===== src/rtl/sram_pkg.sv =====
// Shared definitions for the SRAM read-side helpers: FSM encoding and
// default geometry of the register-file SRAM instances.
package sram_pkg;

   localparam int SRAM_DEPTH_DEF = 16;
   localparam int SRAM_INDEX_DEF = 4;
   localparam int SRAM_WIDTH_DEF = 8;
   localparam int RD_PORTS_DEF   = 2;

   typedef enum logic [1:0] {
      IDLE  = 2'd0,
      RUN   = 2'd1,
      DRAIN = 2'd2
   } state_t;

endpackage


===== src/rtl/sram_stream_outreg.sv =====
// Valid/ready holding register for one output beat: loads on capture,
// drops valid on acceptance without a new capture, clears on abort.
module sram_stream_outreg #(
   parameter int WIDTH = 16,
   parameter int LANES = 2
) (
   input  logic             clk,
   input  logic             reset,
   input  logic             load,
   input  logic             clear,
   input  logic [WIDTH-1:0] load_data,
   input  logic [LANES-1:0] load_mask,
   input  logic             ready,
   output logic             valid,
   output logic [WIDTH-1:0] data,
   output logic [LANES-1:0] mask
);

   // NOTE: sequential state uses non-blocking assignments so every flop
   // samples pre-edge values regardless of process evaluation order.
   always_ff @(posedge clk or negedge reset) begin
      if (!reset) begin
         valid <= 1'b0;
         data  <= '0;
         mask  <= '0;
      end else if (clear) begin
         valid <= 1'b0;
      end else if (load) begin
         valid <= 1'b1;
         data  <= load_data;
         mask  <= load_mask;
      end else if (valid && ready) begin
         valid <= 1'b0;
      end
   end

endmodule


===== src/rtl/sram_stream_reader.sv =====
// Walks a wrapping range of SRAM entries through RD_PORTS read ports and
// streams them as valid/ready beats. SRAM_STREAM_READER_ABORT_EN adds abort_i.
module sram_stream_reader
   import sram_pkg::*;
#(
   parameter int SRAM_DEPTH = SRAM_DEPTH_DEF,
   parameter int SRAM_INDEX = $clog2(SRAM_DEPTH),
   parameter int SRAM_WIDTH = SRAM_WIDTH_DEF,
   parameter int RD_PORTS   = RD_PORTS_DEF
) (
   input  logic                           clk,
   input  logic                           reset,
   input  logic                           start_i,
   input  logic [SRAM_INDEX-1:0]          base_i,
   input  logic [SRAM_INDEX:0]            count_i,
`ifdef SRAM_STREAM_READER_ABORT_EN
   input  logic                           abort_i,
`endif
   output logic                           busy_o,
   output logic                           done_o,
   output logic [RD_PORTS*SRAM_INDEX-1:0] rdaddr_o,
   input  logic [RD_PORTS*SRAM_WIDTH-1:0] rddata_i,
   output logic                           out_valid_o,
   output logic [RD_PORTS*SRAM_WIDTH-1:0] out_data_o,
   output logic [RD_PORTS-1:0]            out_mask_o,
   input  logic                           out_ready_i
);

   localparam int CW = SRAM_INDEX + 1;

   state_t                         state_q, state_d;
   logic [SRAM_INDEX-1:0]          ptr_q, ptr_d;
   logic [CW-1:0]                  rem_q, rem_d, rem_step;
   logic                           done_q, done_d;
   logic                           capture, clear, abort;
   logic [RD_PORTS-1:0]            cap_mask;
   logic [RD_PORTS*SRAM_WIDTH-1:0] cap_data;

`ifdef SRAM_STREAM_READER_ABORT_EN
   assign abort = abort_i;
`else
   assign abort = 1'b0;
`endif

   // Lane addresses wrap by plain SRAM_INDEX-bit overflow.
   always_comb begin
      rdaddr_o = '0;
      cap_mask = '0;
      cap_data = '0;
      for (int k = 0; k < RD_PORTS; k++) begin
         rdaddr_o[k*SRAM_INDEX +: SRAM_INDEX] = ptr_q + SRAM_INDEX'(k);
         cap_mask[k] = CW'(k) < rem_q;
         if (cap_mask[k])
            cap_data[k*SRAM_WIDTH +: SRAM_WIDTH] = rddata_i[k*SRAM_WIDTH +: SRAM_WIDTH];
      end
   end

   assign rem_step = (rem_q < CW'(RD_PORTS)) ? rem_q : CW'(RD_PORTS);

   always_ff @(posedge clk or negedge reset) begin
      if (!reset) begin
         state_q <= IDLE;
         ptr_q   <= '0;
         rem_q   <= '0;
         done_q  <= 1'b0;
      end else begin
         state_q <= state_d;
         ptr_q   <= ptr_d;
         rem_q   <= rem_d;
         done_q  <= done_d;
      end
   end

   // NOTE: every output of this block gets a default first, so no path
   // through the case leaves a signal unassigned and no latch is inferred.
   always_comb begin
      state_d = state_q;
      ptr_d   = ptr_q;
      rem_d   = rem_q;
      done_d  = 1'b0;
      capture = 1'b0;
      clear   = 1'b0;
      unique case (state_q)
         IDLE: begin
            if (start_i) begin
               if (count_i != '0) begin
                  ptr_d   = base_i;
                  rem_d   = count_i;
                  state_d = RUN;
               end else begin
                  done_d = 1'b1;
               end
            end
         end
         RUN: begin
            if (abort) begin
               clear   = 1'b1;
               state_d = IDLE;
            end else if (!out_valid_o || out_ready_i) begin
               capture = 1'b1;
               ptr_d   = ptr_q + SRAM_INDEX'(RD_PORTS);
               rem_d   = rem_q - rem_step;
               if (rem_d == '0)
                  state_d = DRAIN;
            end
         end
         DRAIN: begin
            if (abort) begin
               clear   = 1'b1;
               state_d = IDLE;
            end else if (out_valid_o && out_ready_i) begin
               done_d  = 1'b1;
               state_d = IDLE;
            end
         end
         default: state_d = IDLE;
      endcase
   end

   assign busy_o = (state_q == RUN) || (state_q == DRAIN);
   assign done_o = done_q;

   sram_stream_outreg #(
      .WIDTH (RD_PORTS*SRAM_WIDTH),
      .LANES (RD_PORTS)
   ) u_outreg (
      .clk       (clk),
      .reset     (reset),
      .load      (capture),
      .clear     (clear),
      .load_data (cap_data),
      .load_mask (cap_mask),
      .ready     (out_ready_i),
      .valid     (out_valid_o),
      .data      (out_data_o),
      .mask      (out_mask_o)
   );

endmodule


===== config.mk =====
export PLATFORM = sky130hd
export DESIGN_NAME = sram_stream_reader
export DESIGN_NICKNAME = d
export VERILOG_FILES = /design/src/rtl/sram_pkg.sv /design/src/rtl/sram_stream_outreg.sv /design/src/rtl/sram_stream_reader.sv
export SDC_FILE = /design/constraint.sdc
export NUM_CORES = 1
export LEC_CHECK = 0
export ABC_AREA = 1
export BUFFER_PORTS_ARGS = -buffer_cell sky130_fd_sc_hd__buf_2
export CAP_MARGIN = 20
export CORE_ASPECT_RATIO = 1.75
export CORE_MARGIN = 1
export CORE_UTILIZATION = 45
export DETAILED_ROUTE_END_ITERATION = 8
export GPL_TIMING_DRIVEN = 0
export PLACE_DENSITY = 0.76
export SYNTH_ARGS = -nofsm -noshare
export SYNTH_HDL_FRONTEND = slang
export SYNTH_SLANG_ARGS = --single-unit

===== constraint.sdc =====
create_clock -name clk -period 4.9 [get_ports clk]
set_input_delay 0.735 -clock clk [delete_from_list [all_inputs] [get_ports clk]]
set_output_delay 0.735 -clock clk [all_outputs]
set_load 0.01 [all_outputs]

==> impl_results.md, run 1 <==
- Clock buffer depth: 2
- Post-synth ARST share: 1.000
- Diodes inserted: 0
- Post-route setup TNS: 0 ps
- Drt pass-1 iters: 4
- Max stage delay on crit path: 420 ps
- Post-synth design cell area: 1582 um2
- Post-synthesis simple-gate area fraction: 0.1748
- Multi-input gate area in the final layout: 636.9 um2
- CP Data Required Time: 5070 ps
- Filler Cells Inserted: 328
- Post-detail-place hpwl: 2540 um
- Top-area cell type share of the netlist area: 0.4905
- Mux contribution to synthesized area: 0.007120
- Post-synth net total: 224
- Critical path's slowest cell: dfrtp_1
- Post-synthesis cell type count: 25
- Vias in the first global route: 1291
- Xor and xnor area share after synthesis: 0.01108
- R2R setup slack: 2670 ps
- Antenna viol nets, final: 0
- Max-cap viol count: 0
- Worst slew pin tran: 677.6 ps
- Crit path max-delay family: simple AND/OR/NAND/NOR gates
- H-tree Lvls: 2
- Yosys top cell by area: dfrtp_1
- CP Cell Sequence: nor2_2 -> nand2_1 -> clkbuf_1 -> nand2_1 -> ha_1 -> nand2_1 -> inv_1 -> nor2_1 -> nand3_1 -> o21bai_1 -> nand2_1 -> nand2_1 -> nand2_1
- Critical path class: register to register
- Final Hold Fails: 0
- Final Max Slew Viols: 0
- Initial antenna violation count: 0
- Avg Synthesized Cell Area: 8.368 um2
- Synth Area in Compound Gates: 0.1598
- Die H: 80.43 um
- # Post-CTS Setup Buffers: 0
- Worst Setup Start Kind: register
- Row count: 28
- Total grt overflow: 0
- Synth top area cells: dfrtp_1 (49%), inv_1 (8.5%), nand2_1 (8.1%)
- Tot GR Track Use: 0.1961
- Pwr Density: 673.7 nW/um2
- TritonCTS clock tree: done
- LEAKAGE: 1.098 nW
- Fmax: 447.6 MHz
- Synth warnings: 0
- Worst-Skew Late Latency: 280 ps
- Most frequent cells in the layout: buf_2 (57), inv_1 (36), nand2_1 (34)
- Largest family of logic cells by synthesized area: simple AND/OR/NAND/NOR gates
- Min-Delay Path Class: input pin to async pin
- Final min period: 2234 ps
- Status: completed
- Final period utilization: 0.4560
- Post-Synth Adder-Cell Area: 0.04747
- Dpl ws: 2679 ps
- Largest net degree at the start of global routing: 32
- Crit path arrival time: 2410 ps
- Layout cells sized above 1: 0.2846
- DR vias: 1458
- Final WS setup: 2666 ps
- CP max FO: 10
- Root Buffer: clkbuf_8
- DIE WIDTH: 46.82 um
- Peak VDD IR: 405.3 uV
- Post-DP Area: 1923 um2
- WL per Instance: 11.07 um
- Core area: 3363 um2
- Hold_buf cts: 0
- DIE AREA: 3765 um2
- Clock transition at path regs: 60 ps
- CTS buffer count: 5
- DRC: 0
- RePlAce Congestion: 0.8380
- Sequential cell area fraction in the yosys report: 0.4905
- Storage cell area: 775.7 um2
- DR iter-0 viols: 25
- FF+latch count, synth: 31
- Critical path buffers and inverters: 2
- Num Clock Sinks: 31
- Critical Path Most Common Cell: nand2_1
- Int Pwr: 0.7754 mW
- RSZ-0062 raised after global routing: no
- Combinational Power Share: 0.511
- Clock network fraction of total power: 0.150
- Detailed-route vias per instance: 4.893
- Final #Nets: 288
- # setup viols final: 0
- Setup crit end kind: register
- Most common library cell in the layout ignoring fill and taps: buf_2
- Mapped Cells: 189
- Post_cts resized: 0
- Rel. slew slack: 0.5483
- Main synth FF type: dfrtp_1
- # IOs: 58
- Port Buffers: 57
- Final Cell Area: 2011 um2
- Initial Utilization: 0.4702
- Final Skew: 2.887 ps
- Post-synth EDFFs: 0
- Sequential Power Share: 0.340
- P_sw: 0.5792 mW
- First-pass GRT wire length: 5306 um
- Area Overhead vs Synth: 27.14%
- Switching part of the total: 0.4276
- Routed WL: 3298 um
## state kept, by name, summed over array words and instances, names as in the netlist
register	flops
rem_q	5
u_outreg.mask	2
state_q	2
u_outreg.data	16
u_outreg.valid	1
done_o	1
ptr_q	4
## worst paths after layout
kind,startpoint,end,cells after the start
setup / recovery,rem_q[2]$_DFFE_PN0P_,state_q[0]$_DFFE_PN0P_,13
hold / removal,reset,ptr_q[3]$_DFFE_PN0P_,1
setup reg to reg,rem_q[2]$_DFFE_PN0P_,state_q[0]$_DFFE_PN0P_,13
hold reg to reg,state_q[0]$_DFFE_PN0P_,state_q[0]$_DFFE_PN0P_,2
max in group asynchronous,reset,done_o$_DFF_PN0_,1
min in group clk,state_q[0]$_DFFE_PN0P_,state_q[0]$_DFFE_PN0P_,2
## layer usage
layer | routed length, um | share of wire | global-route usage | vias up
met4 | 111 | 0.034 | 0.1086 | 0
li1 | - | - | - | 733
met2 | 1656 | 0.50 | 0.3306 | 57
met3 | 171 | 0.052 | 0.04944 | 11
met1 | 1359 | 0.41 | 0.2103 | 657
met5 | 0 | 0 | 0 | -
## cells in the mapped netlist (2+ instances only)
cell / n
o211ai_1: 3
nand3_1: 18
ha_1: 6
clkbuf_1: 2
o21ai_0: 24
o22ai_1: 8
inv_1: 36
nor2_1: 9
nand2_1: 34
o21a_1: 3
buf_4: 2
dfrtp_1: 31
## kinds of logic after synthesis
| kind of cell | after synthesis |
|---|---|
| simple gates | 65 |
| compound gates | 42 |
| buf+inv | 41 |
| flops | 31 |
| fa+ha+maj | 6 |
| xor+xnor | 2 |
| other cells | 1 |
| mux | 1 |
## layout make-up
type / instances / area share
Buffer: 5 / 0.01680
Clock buffer: 6 / 0.04107
Clock inverter: 1 / 0.002489
Inverter: 36 / 0.06721
Multi-Input combinational cell: 117 / 0.3167
Sequential cell: 31 / 0.3858
Tap cell: 45 / 0.02800
Timing Repair Buffer: 57 / 0.1419
## power by group through the flow
stage / Combinational, mW / Clock, mW / Sequential [mW]
2_1_floorplan: 0.432 / 0 / 0.503
3_3_place_gp: 0.682 / 0 / 0.464
3_5_place_dp: 0.695 / 0 / 0.467
4_1_cts: 0.699 / 0.208 / 0.463
5_1_grt: 0.796 / 0.213 / 0.482
6_report: 0.692 / 0.203 / 0.460
## through the flow
step	util	power [mW]	std cells	hold WS, ps
3_3_place_gp	0.5718	1.146	291	489.7
5_1_grt	0.5978	1.491	298	540.9
4_1_cts	0.5978	1.370	298	513.3
3_5_place_dp	0.5718	1.163	291	496.9
6_report	0.5978	1.355	298	486.4
2_1_floorplan	-	0.9348	189	439.4
No activity file was read; power rests on OpenSTA's default activity.
==> inputs of run 2 (changes only) <==
==> constraint.sdc (replaced) <==
create_clock -name clk -period 2.2 [get_ports clk]
set_input_delay 0.33 -clock clk [delete_from_list [all_inputs] [get_ports clk]]
set_output_delay 0.33 -clock clk [all_outputs]
set_load 0.01 [all_outputs]
==> impl_results.md, run 2 (synthesis results as in run 1) <==
- Status: completed
- Total grt overflow: 0
- Final Cell Area: 2009 um2
- Drt pass-1 iters: 4
- Storage cell area: 775.7 um2
- Core area: 3363 um2
- RePlAce Congestion: 0.8380
- Clock buffer depth: 2
- Antenna viol nets, final: 0
- Diodes inserted: 0
- Final min period: 1981 ps
- Filler Cells Inserted: 329
- Largest Register: u_outreg.data
- Largest registers: u_outreg.data: 16 flops, rem_q: 5 flops, ptr_q: 4 flops
- Root Buffer: clkbuf_8
- Post-route setup TNS: 0 ps
- Peak VDD IR: 906.0 uV
- Multi-input gate area in the final layout: 639.4 um2
- DRC: 0
- Fmax: 504.7 MHz
- # IOs: 58
- Final Hold Fails: 0
- LEAKAGE: 1.098 nW
- Clock transition at path regs: 60 ps
- Final #Nets: 287
- Vias in the first global route: 1288
- Final Util: 0.5975
- Worst-Skew Late Latency: 280 ps
- Top layer in use: met4
- DIE AREA: 3765 um2
- Cells on worst reg2reg path: 11
- Largest net degree at the start of global routing: 32
- DIE WIDTH: 46.82 um
- RSZ-0062 raised after global routing: no
- Tot GR Track Use: 0.1952
- Placed cell count: 291
- Final Max Slew Viols: 0
- CTS buffer count: 5
- First-pass GRT wire length: 5285 um
- Setup crit start: rem_q[2]$_DFFE_PN0P_
- Min-Delay Path Class: input pin to async pin
- Critical path class: register to register
- DR vias: 1456
- R2R setup slack: 220 ps
- Most common library cell in the layout ignoring fill and taps: buf_2
- DR iter-0 viols: 31
- TritonCTS clock tree: done
- Length of routed met3 wiring: 185 um
- Rel. slew slack: 0.5498
- Setup crit end kind: register
- Worst slew pin tran: 675.4 ps
- Worst Setup EP: state_q[0]$_DFFE_PN0P_
- Die H: 80.43 um
- Port Buffers: 57
- Crit path arrival time: 2150 ps
- Post-DP Area: 1923 um2
- Max reg flops: 16
- Layout cells sized above 1: 0.2897
- Detailed-route vias per instance: 4.902
- CP Data Required Time: 2370 ps
- Routed WL: 3297 um
- Met2 wire length: 1698 um
- Area Overhead vs Synth: 27.06%
- Worst Setup Start Kind: register
- WL per Instance: 11.10 um
- H-tree Lvls: 2
- Post-detail-place hpwl: 2540 um
- WL met1: 1327 um
- Reg-to-Reg End: state_q[0]$_DFFE_PN0P_
- # setup viols final: 0
- CP max FO: 12
- Pwr Density: 1499 nW/um2
- Initial antenna violation count: 0
- Row count: 28
- Final period utilization: 0.9006
- Hold_buf cts: 0
- Launch point of the worst reg-to-reg path: rem_q[2]$_DFFE_PN0P_
- Final std cells w/o fill: 297
- Final Skew: 2.960 ps
- Max-cap viol count: 0
- Num Clock Sinks: 31
- Initial Utilization: 0.4702
- Most frequent cells in the layout: buf_2 (57), inv_1 (36), nand2_1 (33)
-- run 2: layer usage --
| metal | vias to the layer above | global-route usage |
|---|---|---|
| li1 | 730 | - |
| met1 | 658 | 0.2089 |
| met2 | 60 | 0.3292 |
| met3 | 8 | 0.04944 |
| met4 | 0 | 0.1086 |
| met5 | - | 0 |
-- run 2: per-stage QoR --
step | total power [mW] | hold WS (ps) | worst slack [ps]
after floorplan | 2.082 | 34.41 | 339.3
after global placement | 2.552 | 413.0 | 5.397
after detailed placement | 2.590 | 414.4 | -21.37
after CTS | 3.047 | 108.6 | 86.37
after global routing | 3.321 | 148.0 | 24.53
final | 3.013 | 83.15 | 218.6
-- run 2: worst min-delay path by stage --
stage          cells past startpoint  slack (ps)                            to
2_1_floorplan                      0          30              done_o$_DFF_PN0_
3_3_place_gp                       1         410  u_outreg.data[7]$_DFFE_PN0P_
3_5_place_dp                       1         410  u_outreg.data[7]$_DFFE_PN0P_
4_1_cts                            1         110  u_outreg.data[7]$_DFFE_PN0P_
5_1_grt                            1         150  u_outreg.data[1]$_DFFE_PN0P_
6_report                           1          80          ptr_q[3]$_DFFE_PN0P_
-- run 2: cell type report --
| cell class | count | share of cell area |
|---|---|---|
| repair buffers | 57 | 0.1420 |
| clock inverters | 1 | 0.002491 |
| plain buffers | 4 | 0.01494 |
| well taps | 45 | 0.02802 |
| flip-flops and latches | 31 | 0.3861 |
| multi-input cells | 117 | 0.3182 |
| inverters | 36 | 0.06725 |
| clock buffers | 6 | 0.04110 |
-- run 2: worst max-delay path, stage by stage (launching register included) --
cell and delay, ps:
dfrtp_1 420, nor2_2 190, nand2_2 190, nand2_1 110, ha_1 200, nor2_1 50
nor2_1 150, nand3_1 100, o21bai_1 230, nand2_1 110, nand2_1 80, nand2_1 40
-- run 2: timing repair --
action / 4_1_cts / 5_1_grt
gates resized for setup: 0 / 1
buffers inserted: 0 / 0
setup endpoints to repair: 2 / 2
-- run 2: power breakdown --
group | switching (mW) | leakage (nW) | internal, mW
registers | 0.181 | 0.379 | 0.844
logic | 0.903 | 0.672 | 0.637
clock network | 0.203 | 0.0470 | 0.245
total | 1.29 | 1.10 | 1.73
